==> src/rtl/lut_neuron_layer_pipe.sv <==
// Layer of NUM_NEURONS runtime-loadable LUT neurons evaluated in parallel on
// pre-gathered fan-in slices, with a one-deep registered output stage.
module lut_neuron_layer_pipe #(
  parameter  int IN_BITS     = 4,
  parameter  int OUT_BITS    = 2,
  parameter  int NUM_NEURONS = 4,
  localparam int NW          = (NUM_NEURONS > 1) ? $clog2(NUM_NEURONS) : 1
) (
  input  logic                            clk,
  input  logic                            rst_n,
  input  logic                            in_valid,
  output logic                            in_ready,
  input  logic [NUM_NEURONS*IN_BITS-1:0]  in_data,
  output logic                            out_valid,
  input  logic                            out_ready,
  output logic [NUM_NEURONS*OUT_BITS-1:0] out_data,
  input  logic                            cfg_we,
  input  logic [NW-1:0]                   cfg_neuron,
  input  logic [IN_BITS-1:0]              cfg_addr,
  input  logic [OUT_BITS-1:0]             cfg_wdata,
  input  logic                            cfg_commit,
  output logic                            armed
);

  localparam int DEPTH = 1 << IN_BITS;

  logic                            armed_q;
  logic                            out_valid_q;
  logic [NUM_NEURONS*OUT_BITS-1:0] out_data_q;
  logic [NUM_NEURONS*OUT_BITS-1:0] lookup;
  logic                            xfer;

  // The output register may be refilled in the same cycle it drains.
  assign in_ready  = armed_q && (!out_valid_q || out_ready);
  assign xfer      = in_valid && in_ready;
  assign armed     = armed_q;
  assign out_valid = out_valid_q;
  assign out_data  = out_data_q;

  // One table per neuron; out-of-range cfg_neuron values match no neuron.
  for (genvar n = 0; n < NUM_NEURONS; n++) begin : g_neuron
    logic [OUT_BITS-1:0] table_mem [DEPTH];
    logic                wr_en;

    assign wr_en = cfg_we && (cfg_neuron == NW'(n));

    // NOTE: table RAM deliberately has no reset so it maps onto distributed
    // RAM; contents survive rst_n and are undefined until written.
    always_ff @(posedge clk) begin
      if (wr_en) table_mem[cfg_addr] <= cfg_wdata;
    end

    // Asynchronous read: a same-cycle write is seen only from the next edge.
    assign lookup[n*OUT_BITS +: OUT_BITS] = table_mem[in_data[n*IN_BITS +: IN_BITS]];
  end

  // A write always disarms, and takes priority over a simultaneous commit.
  always_ff @(posedge clk or negedge rst_n) begin
    if (!rst_n) begin
      armed_q <= 1'b0;
    end else if (cfg_we) begin
      armed_q <= 1'b0;
    end else if (cfg_commit) begin
      armed_q <= 1'b1;
    end
  end

  // NOTE: sequential state uses non-blocking assignments so every register
  // samples pre-edge values regardless of process ordering.
  always_ff @(posedge clk or negedge rst_n) begin
    if (!rst_n) begin
      out_valid_q <= 1'b0;
      out_data_q  <= '0;
    end else if (xfer) begin
      out_valid_q <= 1'b1;
      out_data_q  <= lookup;
    end else if (out_ready) begin
      out_valid_q <= 1'b0;
    end
  end

endmodule

==> config.mk <==
export PLATFORM = sky130hd
export DESIGN_NAME = lut_neuron_layer_pipe
export DESIGN_NICKNAME = d
export VERILOG_FILES = /design/src/rtl/lut_neuron_layer_pipe.sv
export SDC_FILE = /design/constraint.sdc
export NUM_CORES = 1
export LEC_CHECK = 0
export BUFFER_PORTS_ARGS = -buffer_cell sky130_fd_sc_hd__buf_2
export CORE_UTILIZATION = 35
export DETAILED_ROUTE_END_ITERATION = 8
export PLACE_DENSITY = 0.62
export SYNTH_ARGS = -nofsm -noshare
export SYNTH_HDL_FRONTEND = slang
export SYNTH_SLANG_ARGS = --single-unit
==> constraint.sdc <==
create_clock -name clk -period 1.4 [get_ports clk]
set_input_delay 0.07 -clock clk [delete_from_list [all_inputs] [get_ports clk]]
set_output_delay 0.07 -clock clk [all_outputs]
set_load 0.02 [all_outputs]
# After elaboration in Yosys (flattened, before gate mapping)
# Memories as Yosys holds them, arrays and structs flattened. A register that Yosys moved wholly into a read port is not among the register bits.
# Cells that the tools add are included.
[word_totals]
regBits = 2
latchBits = 0
mem_bits_rw = 128
rom_bits = 0
input_bits = 30
out_inout_bits = 11
wordCells = 36
memories = 4
[op_classes]
n_addsub = 0
multipliers = 0
div = 0
order_cmp = 0
n_eq_ne = 3
shift = 0
mux = 12
bitwise = 0
n_reduce_logical = 15
[memory_table]
columns = ["memory", "words", "word_bits", "read_ports", "rd_ports_with_merged_regs", "wr", "line_no", "rtl"]
rows = [
  ["g_neuron[0].table_mem", 16, 2, 1, 1, 1, "42", "logic [OUT_BITS-1:0] table_mem [DEPTH];"],
  ["g_neuron[1].table_mem", 16, 2, 1, 1, 1, "42", ""],
  ["g_neuron[2].table_mem", 16, 2, 1, 1, 1, "42", ""],
  ["g_neuron[3].table_mem", 16, 2, 1, 1, 1, "42", ""],
]
[op_table]
columns = ["op", "count"]
rows = [
  ["two-way mux 1 bit", 12],
  ["logical AND 1 bit", 6],
  ["logical NOT 1 bit", 5],
  ["equality test 2 bit (second input constant)", 2],
  ["nonzero test 2 bit", 2],
  ["equality test 2 x 1 -> 1 bit (second input constant)", 1],
  ["logical NOT 2 bit", 1],
  ["logical OR 1 bit", 1],
]

# Depth between registers and ports, before layout
# Gate-level depths: netlist (run 1).
[logic_depth]
depth_word = 5
depth_mapped = 5

# Least setup slack after synthesis (run 1)
# Ideal clock, no wire load.
[synth_path]
path_type = "flip-flop to flip-flop"
startpoint = "mem g_neuron[1].table_mem[11][1]"
endpoint = "reg out_data_q[3] (netlist: out_data[3]), read port of g_neuron[1].table_mem"
setup_time_ps = 137
arrival_ps = 1224
t_required_ps = 1263
path_slack_ps = 38
path_stages_with_launch = 5
n_path_buf = 0
period_less_slack_ps = 1362
cell_sequence = "edfxtp_1 mux4_1 mux2_2 nand3_1 o311ai_1"
[synth_rtl]
columns = ["element", "line_no", "rtl"]
rows = [
  ["from (decl)", "42", ""],
  ["to (decl)", "29", "logic [NUM_NEURONS*OUT_BITS-1:0] out_data_q;"],
]

==> results of run 1 <==
## through the flow
stage	power [mW]	utilization	worst slack [ns]	hold WS (ns)	instances
6_report	10.3	0.435	-0.0558	0.0509	625
3_3_place_gp	5.36	0.390	-0.0474	-0.0291	586
3_5_place_dp	5.38	0.390	-0.105	-0.0211	586
4_1_cts	10.3	0.436	-0.0458	0.0433	625
2_1_floorplan	5.09	-	0.0384	-0.226	328
5_1_grt	10.6	0.435	-0.0823	0.0703	625
## report_power, final
part	switching [mW]	leakage [nW]	total [mW]	internal (mW)
combinational	0.405	0.754	0.689	0.283
sequential	0.0425	1.27	4.64	4.59
clock	1.63	0.313	4.94	3.32
total	2.07	2.34	10.3	8.19
## cell type report
class                   count  area (µm²)
fillers                  1421        9000
flip-flops and latches    138        4090
multi-input cells         171        1500
clock buffers              18         429
repair buffers             68         428
well taps                 216         270
clock inverters            14         225
## cells in the final DEF, fill, tap and decap left out, types with 3 or more instances in the layout
master / count
mux4_2: 27
nand2_1: 16
nand3_2: 3
mux2i_1: 8
edfxtp_1: 128
buf_4: 21
mux4_1: 5
nor2_1: 70
nand3_1: 11
dlygate4sd3_1: 7
dfrtp_1: 10
nand3b_1: 4
clkinv_1: 3
bufinv_16: 6
clkbuf_16: 17
buf_2: 40
o311ai_1: 6
mux2_4: 5
nor2b_1: 4
## worst min-delay path by stage
stage,from,to,slack (ns),depth (start not counted)
floorplan,rst_n,armed,-0.23,0
global placement,rst_n,out_data[4],-0.03,1
detailed placement,rst_n,armed,-0.02,1
CTS,in_data[13],out_data[6],0.04,3
global route,in_data[13],out_data[7],0.07,3
finish,in_data[13],out_data[7],0.05,3
## Yosys cell counts, drive strengths merged
library cell / n / area (µm²)
o311ai: 6 / 52.6
a31oi: 2 / 12.5
nand3b: 4 / 30.0
buf: 10 / 90.1
or3b: 1 / 8.76
nor2b: 4 / 25.0
nand2: 16 / 60.1
mux2: 6 / 67.6
o2bb2ai: 2 / 17.5
nor2: 70 / 263
dfrtp: 10 / 250
edfxtp: 128 / 3840
and2: 1 / 6.26
mux2i: 8 / 80.1
clkbuf: 9 / 53.8
nand4: 1 / 6.26
and3: 1 / 6.26
nand2b: 1 / 6.26
o21ai: 2 / 10.0
mux4: 32 / 781
nand3: 14 / 70.1
## kinds of logic (layout without fill, tap and decap cells)
| group | Yosys count | after routing | synth area share |
|---|---|---|---|
| DFF | 138 | 138 | 0.713 |
| and+or+nand+nor | 113 | 113 | 0.0839 |
| muxes | 46 | 46 | 0.162 |
| buffers and inverters | 19 | 100 | 0.0251 |
| AOI/OAI and AO/OA | 12 | 12 | 0.0161 |
## worst reg2reg max path: stages, from the launching register on
cell,delay (ns)
edfxtp_1,0.42
mux4_2,0.50
mux2_4,0.28
nand3_2,0.05
o311ai_1,0.08
## state kept, by name, indices dropped and copies added, names as in the netlist
register            count
out_data                8
armed                   1
out_valid               1
g_neuron.table_mem    128
## what timing repair did
item / CTS / global route
buffers inserted: 0 / 0
gates resized for setup: 18 / 2
endpoints found under the setup margin: 6 / 7
hold buffers: 7 / 0
endpoints found under the hold margin: 18 / 0
pin swaps: 7 / 2
## layer usage
metal  vias to the layer above  GRT usage
li1                       1419          -
met1                      1599      0.200
met2                        92      0.273
met3                        13     0.0402
met4                         0     0.0643
met5                         -          0
==> impl_results.md, run 1 <==
- Status: complete, but fails checks
- Failing checks: negative setup slack
- Pins Over Slew Limit: 0
- Cell area after synthesis: 5740 µm²
- Root buf cell: clkbuf_16
- Fmax: 0.687 GHz
- Tot GR Track Use: 0.162
- Clock Skew: 0.00616 ns
- Vias in the first global route: 3,398
- Final instance area: 6940 µm²
- Area after DPL: 6220 µm²
- Vias per Instance: 5.00
- Max layer used: met4
- Diode count: 0
- Initial Util: 0.360
- # H-tree levels: 4
- Worst r2r path cells: 4
- Min-Delay Path Class: in2reg
- Worst r2r src: g_neuron[0].table_mem[15][1]
- Post-Route WL: 12,400 µm
- Routed len/inst: 19.9 µm
- Number of max-cap violations: 0
- Final period utilization: 1.04
- Fin nets: 426
- First DRT Iteration DRCs: 281
- Count of final hold-check violations: 0
- FF-to-FF End: out_data[1]
- Syn avg cell area: 17.5 µm²
- Num Clock Sinks: 138
- CTS buffer count: 17
- Final setup vio count: 6
- Via count: 3,123
- RSZ-0062 raised after global routing: true
- CP Max Fanout: 1
- Worst Path Required: 1.69 ns
- Critical path depth: 4
- Syn nets: 358
- Largest delay share family, worst path: multiplexers
- Metal3 WL: 630 µm
- Clock Tree Buf Depth: 2
- Routed Antenna Nets: 0
- Grt ovf: 0
- Reg2Reg Setup Slack: -0.06 ns
- Layout cells sized above 1: 0.306
- Port-buffer cells: 40
- Capture point of the critical path: out_data[1]
- Sum of buffers and inverters on the critical path: 0
- Cell at the slowest stage of the critical path: mux4_2
- Post-synthesis sequential area ratio: 0.713
- Pin count of the biggest net entering global routing: 65
- Met2 Routed Length: 6440 µm
- Slew HR: 0.265
- Leak: 2.34 nW
- M1 wire length: 5170 µm
- Endpoint type of the worst setup path: flip-flop
- Crit path from: g_neuron[0].table_mem[15][1]
- Min Tclk post-route: 1.46 ns
- Synth warnings: 0
- Area of the die: 16,900 µm²
- Core area: 15,900 µm²
- Routability cong.: 0.805
- Pwr/cell area: 1480 nW/µm²
- Setup Crit Path Kind: reg2reg
- Peak supply drop: 0.727 mV
- Drc violations: 0
- 1st-pass router iterations: 4
- Synth unique cells: 26
- CP arrival: 1.74 ns
- Yosys reg bits: 138
- # IOs: 41
- Slowest stage delay, CP: 0.50 ns
- CTS clock-pin slew for the worst setup and hold paths: 0.06 ns
- Setup_tns: -0.132 ns
- Clk_lat worst skew: 0.41 ns
- Post-synthesis cell count: 328
- Core Rows: 46
- Crit path launch type: flip-flop
- Die height: 130 µm
- Initial antenna violation count: 0
- Critical Path, Cell by Cell: mux4_2 -> mux2_4 -> nand3_2 -> o311ai_1
- Worst-Margin Slew: 1.10 ns
- PnR worst setup slack: -0.0558 ns
- HPWL after detailed placement: 8080 µm
- Area grow syn2layout: 20.9%
- First-pass GRT wire length: 19,300 µm
- CTS tree: done
- Die Wd: 130 µm
Power figures use the tool's default switching activity.
==> inputs of run 2 (changes only) <==
--- a/config.mk
+++ b/config.mk
@@ -6,9 +6,10 @@
 export NUM_CORES = 1
 export LEC_CHECK = 0
 export BUFFER_PORTS_ARGS = -buffer_cell sky130_fd_sc_hd__buf_2
+export CORE_MARGIN = 2
 export CORE_UTILIZATION = 35
 export DETAILED_ROUTE_END_ITERATION = 8
-export PLACE_DENSITY = 0.62
+export SETUP_SLACK_MARGIN = 0.2
 export SYNTH_ARGS = -nofsm -noshare
 export SYNTH_HDL_FRONTEND = slang
 export SYNTH_SLANG_ARGS = --single-unit
==> run 2 against run 1 <==
Net effect:
- the run ends with negative hold slack, negative setup slack left
- clock-buffer cell count fell by 1
- cell count unchanged
- maximum frequency grew 2.2%
- core utilization increased by 0.12 points
- critical path type unchanged
- largest power group is now registers
- highest routed layer is now met5
==> impl_results.md, run 2 (synthesized netlist as in run 1, its figures left out) <==
- Status: complete, but fails checks
- Failing checks: negative hold slack, negative setup slack
- Min Hold Slack: -0.0715 ns
- Pins Over Slew Limit: 0
- Number of flip-flops in the largest register: 128
- # IOs: 41
- Min Tclk post-route: 1.43 ns
- Count of final hold-check violations: 2
- Layout cells sized above 1: 0.359
- RSZ-0062 raised after global routing: true
- Hold Crit Endpoint: out_data[2]
- Critical Path, Cell by Cell: mux4_2 -> mux2_4 -> nand3_2 -> o311ai_1
- Worst r2r src: g_neuron[1].table_mem[13][0]
- Flop pwr share: 0.475
- Psw: 2.11 mW
- CP arrival: 1.72 ns
- Slew HR: 0.276
- Area grow syn2layout: 21.3%
- Initial antenna violation count: 2
- Die Wd: 132 µm
- Pwr/cell area: 1400 nW/µm²
- Fin nets: 426
- Setup Crit Path Kind: reg2reg
- Crit path launch type: flip-flop
- Number of max-cap violations: 0
- Final setup vio count: 3
- Min-Delay Path Class: in2reg
- # H-tree levels: 4
- CTS buffer count: 17
- First-pass GRT wire length: 19,300 µm
- HPWL after detailed placement: 8120 µm
- Leak: 2.33 nW
- Worst r2r path cells: 4
- Final period utilization: 1.02
- Post-Route WL: 12,500 µm
- CP Max Fanout: 1
- Peak supply drop: 0.846 mV
- Combinational Power Share: 0.073
- Tot GR Track Use: 0.152
- Commonest non-fill, non-tap cells in the layout: 128 x edfxtp_1, 60 x nor2_1, 39 x buf_2
- Clock Tree Buf Depth: 2
- Root buf cell: clkbuf_16
- FF-to-FF End: out_data[2]
- Fin cells: 625
- Most flops, register: g_neuron.table_mem
- Endpoint type of the worst setup path: flip-flop
- Clk_lat worst skew: 0.42 ns
- CTS Hold Buffers Added: 5
- Routability cong.: 0.751
- Fmax: 0.702 GHz
- Post-Place Cells: 586
- Diode count: 0
- Area of the die: 17,400 µm²
- Num Clock Sinks: 138
- Routed Antenna Nets: 0
- Die height: 132 µm
- CTS clock-pin slew for the worst setup and hold paths: 0.06 ns
- Worst-Margin Slew: 1.09 ns
- Clock share of power: 0.452
- Vias in the first global route: 3,338
- CTS tree: done
- First DRT Iteration DRCs: 315
- Switch share: 0.217
- Port-buffer cells: 40
- Cell at the slowest stage of the critical path: mux4_2
- Grt ovf: 0
- 1st-pass router iterations: 7
- Pin count of the biggest net entering global routing: 65
- Via count: 3,076
- Worst Path Required: 1.70 ns
- Initial Util: 0.360
- Most common library cell in the layout ignoring fill and taps: edfxtp_1
- Slowest stage delay, CP: 0.49 ns
- Core area: 15,900 µm²
- Drc violations: 0
- PnR worst setup slack: -0.0251 ns
- Core Rows: 46
- Routed len/inst: 19.9 µm
- Internal Pwr Total: 7.65 mW
- Hold path depth: 2
- Clock Skew: 0.00729 ns
- Reg2Reg Setup Slack: -0.03 ns
- Hold_sp: in_data[7]
- Vias per Instance: 4.92
==> run 2: layout make-up <==
class / instances / area (µm²)
Multi-Input combinational cell: 171 / 1560
Clock inverter: 15 / 158
Tap cell: 216 / 270
Fill cell: 1424 / 8980
Sequential cell: 138 / 4100
Clock buffer: 17 / 425
Timing Repair Buffer: 68 / 454
==> run 2: worst max-delay path, delay by kind of cell, from the launching register on <==
kind / cells / cell delay, ns
flops: 1 / 0.39
simple gates: 1 / 0.05
compound gates: 1 / 0.08
mux: 2 / 0.77
==> run 2: through the flow <==
step	util	power (mW)	setup TNS, ns	setup slack [ns]	instance area (µm²)
floorplan	-	5.13	0	0.0853	5800
global placement	0.394	5.40	0	0.0201	6290
detailed placement	0.394	5.41	-0.0200	-0.0200	6290
CTS	0.436	9.81	-0.0672	-0.0422	6950
global route	0.437	10.1	-0.303	-0.0765	6960
finish	0.437	9.77	-0.0396	-0.0251	6960
==> run 2: power groups by stage <==
stage	clock network (mW)	logic, mW	registers, mW
final	4.42	0.710	4.64
after global placement	0	0.677	4.72
after floorplan	0	0.346	4.78
after global routing	4.66	0.770	4.65
after detailed placement	0	0.688	4.72
after CTS	4.46	0.710	4.64
==> run 2: what timing repair did <==
action,CTS,global route
pin swaps,0,0
endpoints found under the setup margin,9,9
gates resized for setup,4,1
buffers inserted,1,1
endpoints found under the hold margin,17,2
==> run 2: layer usage <==
metal / global-route usage / vias to the layer above / wire (µm)
met5: 0 / - / 13
met3: 0.0461 / 17 / 693
met4: 0.0543 / 2 / 178
li1: - / 1416 / -
met2: 0.250 / 87 / 6250
met1: 0.192 / 1554 / 5330
==> run 2: worst max-delay path by stage <==
stage | slack, ns | from | endpoint | cells after the start
after floorplan | 0.09 | g_neuron[1].table_mem[13][0] | out_data[2] | 4
after global placement | 0.02 | g_neuron[1].table_mem[8][0] | out_data[2] | 4
after detailed placement | -0.02 | g_neuron[0].table_mem[12][0] | out_data[0] | 4
after CTS | -0.04 | g_neuron[1].table_mem[13][0] | out_data[2] | 4
after global routing | -0.08 | g_neuron[1].table_mem[13][0] | out_data[2] | 4
final | -0.03 | g_neuron[1].table_mem[13][0] | out_data[2] | 4
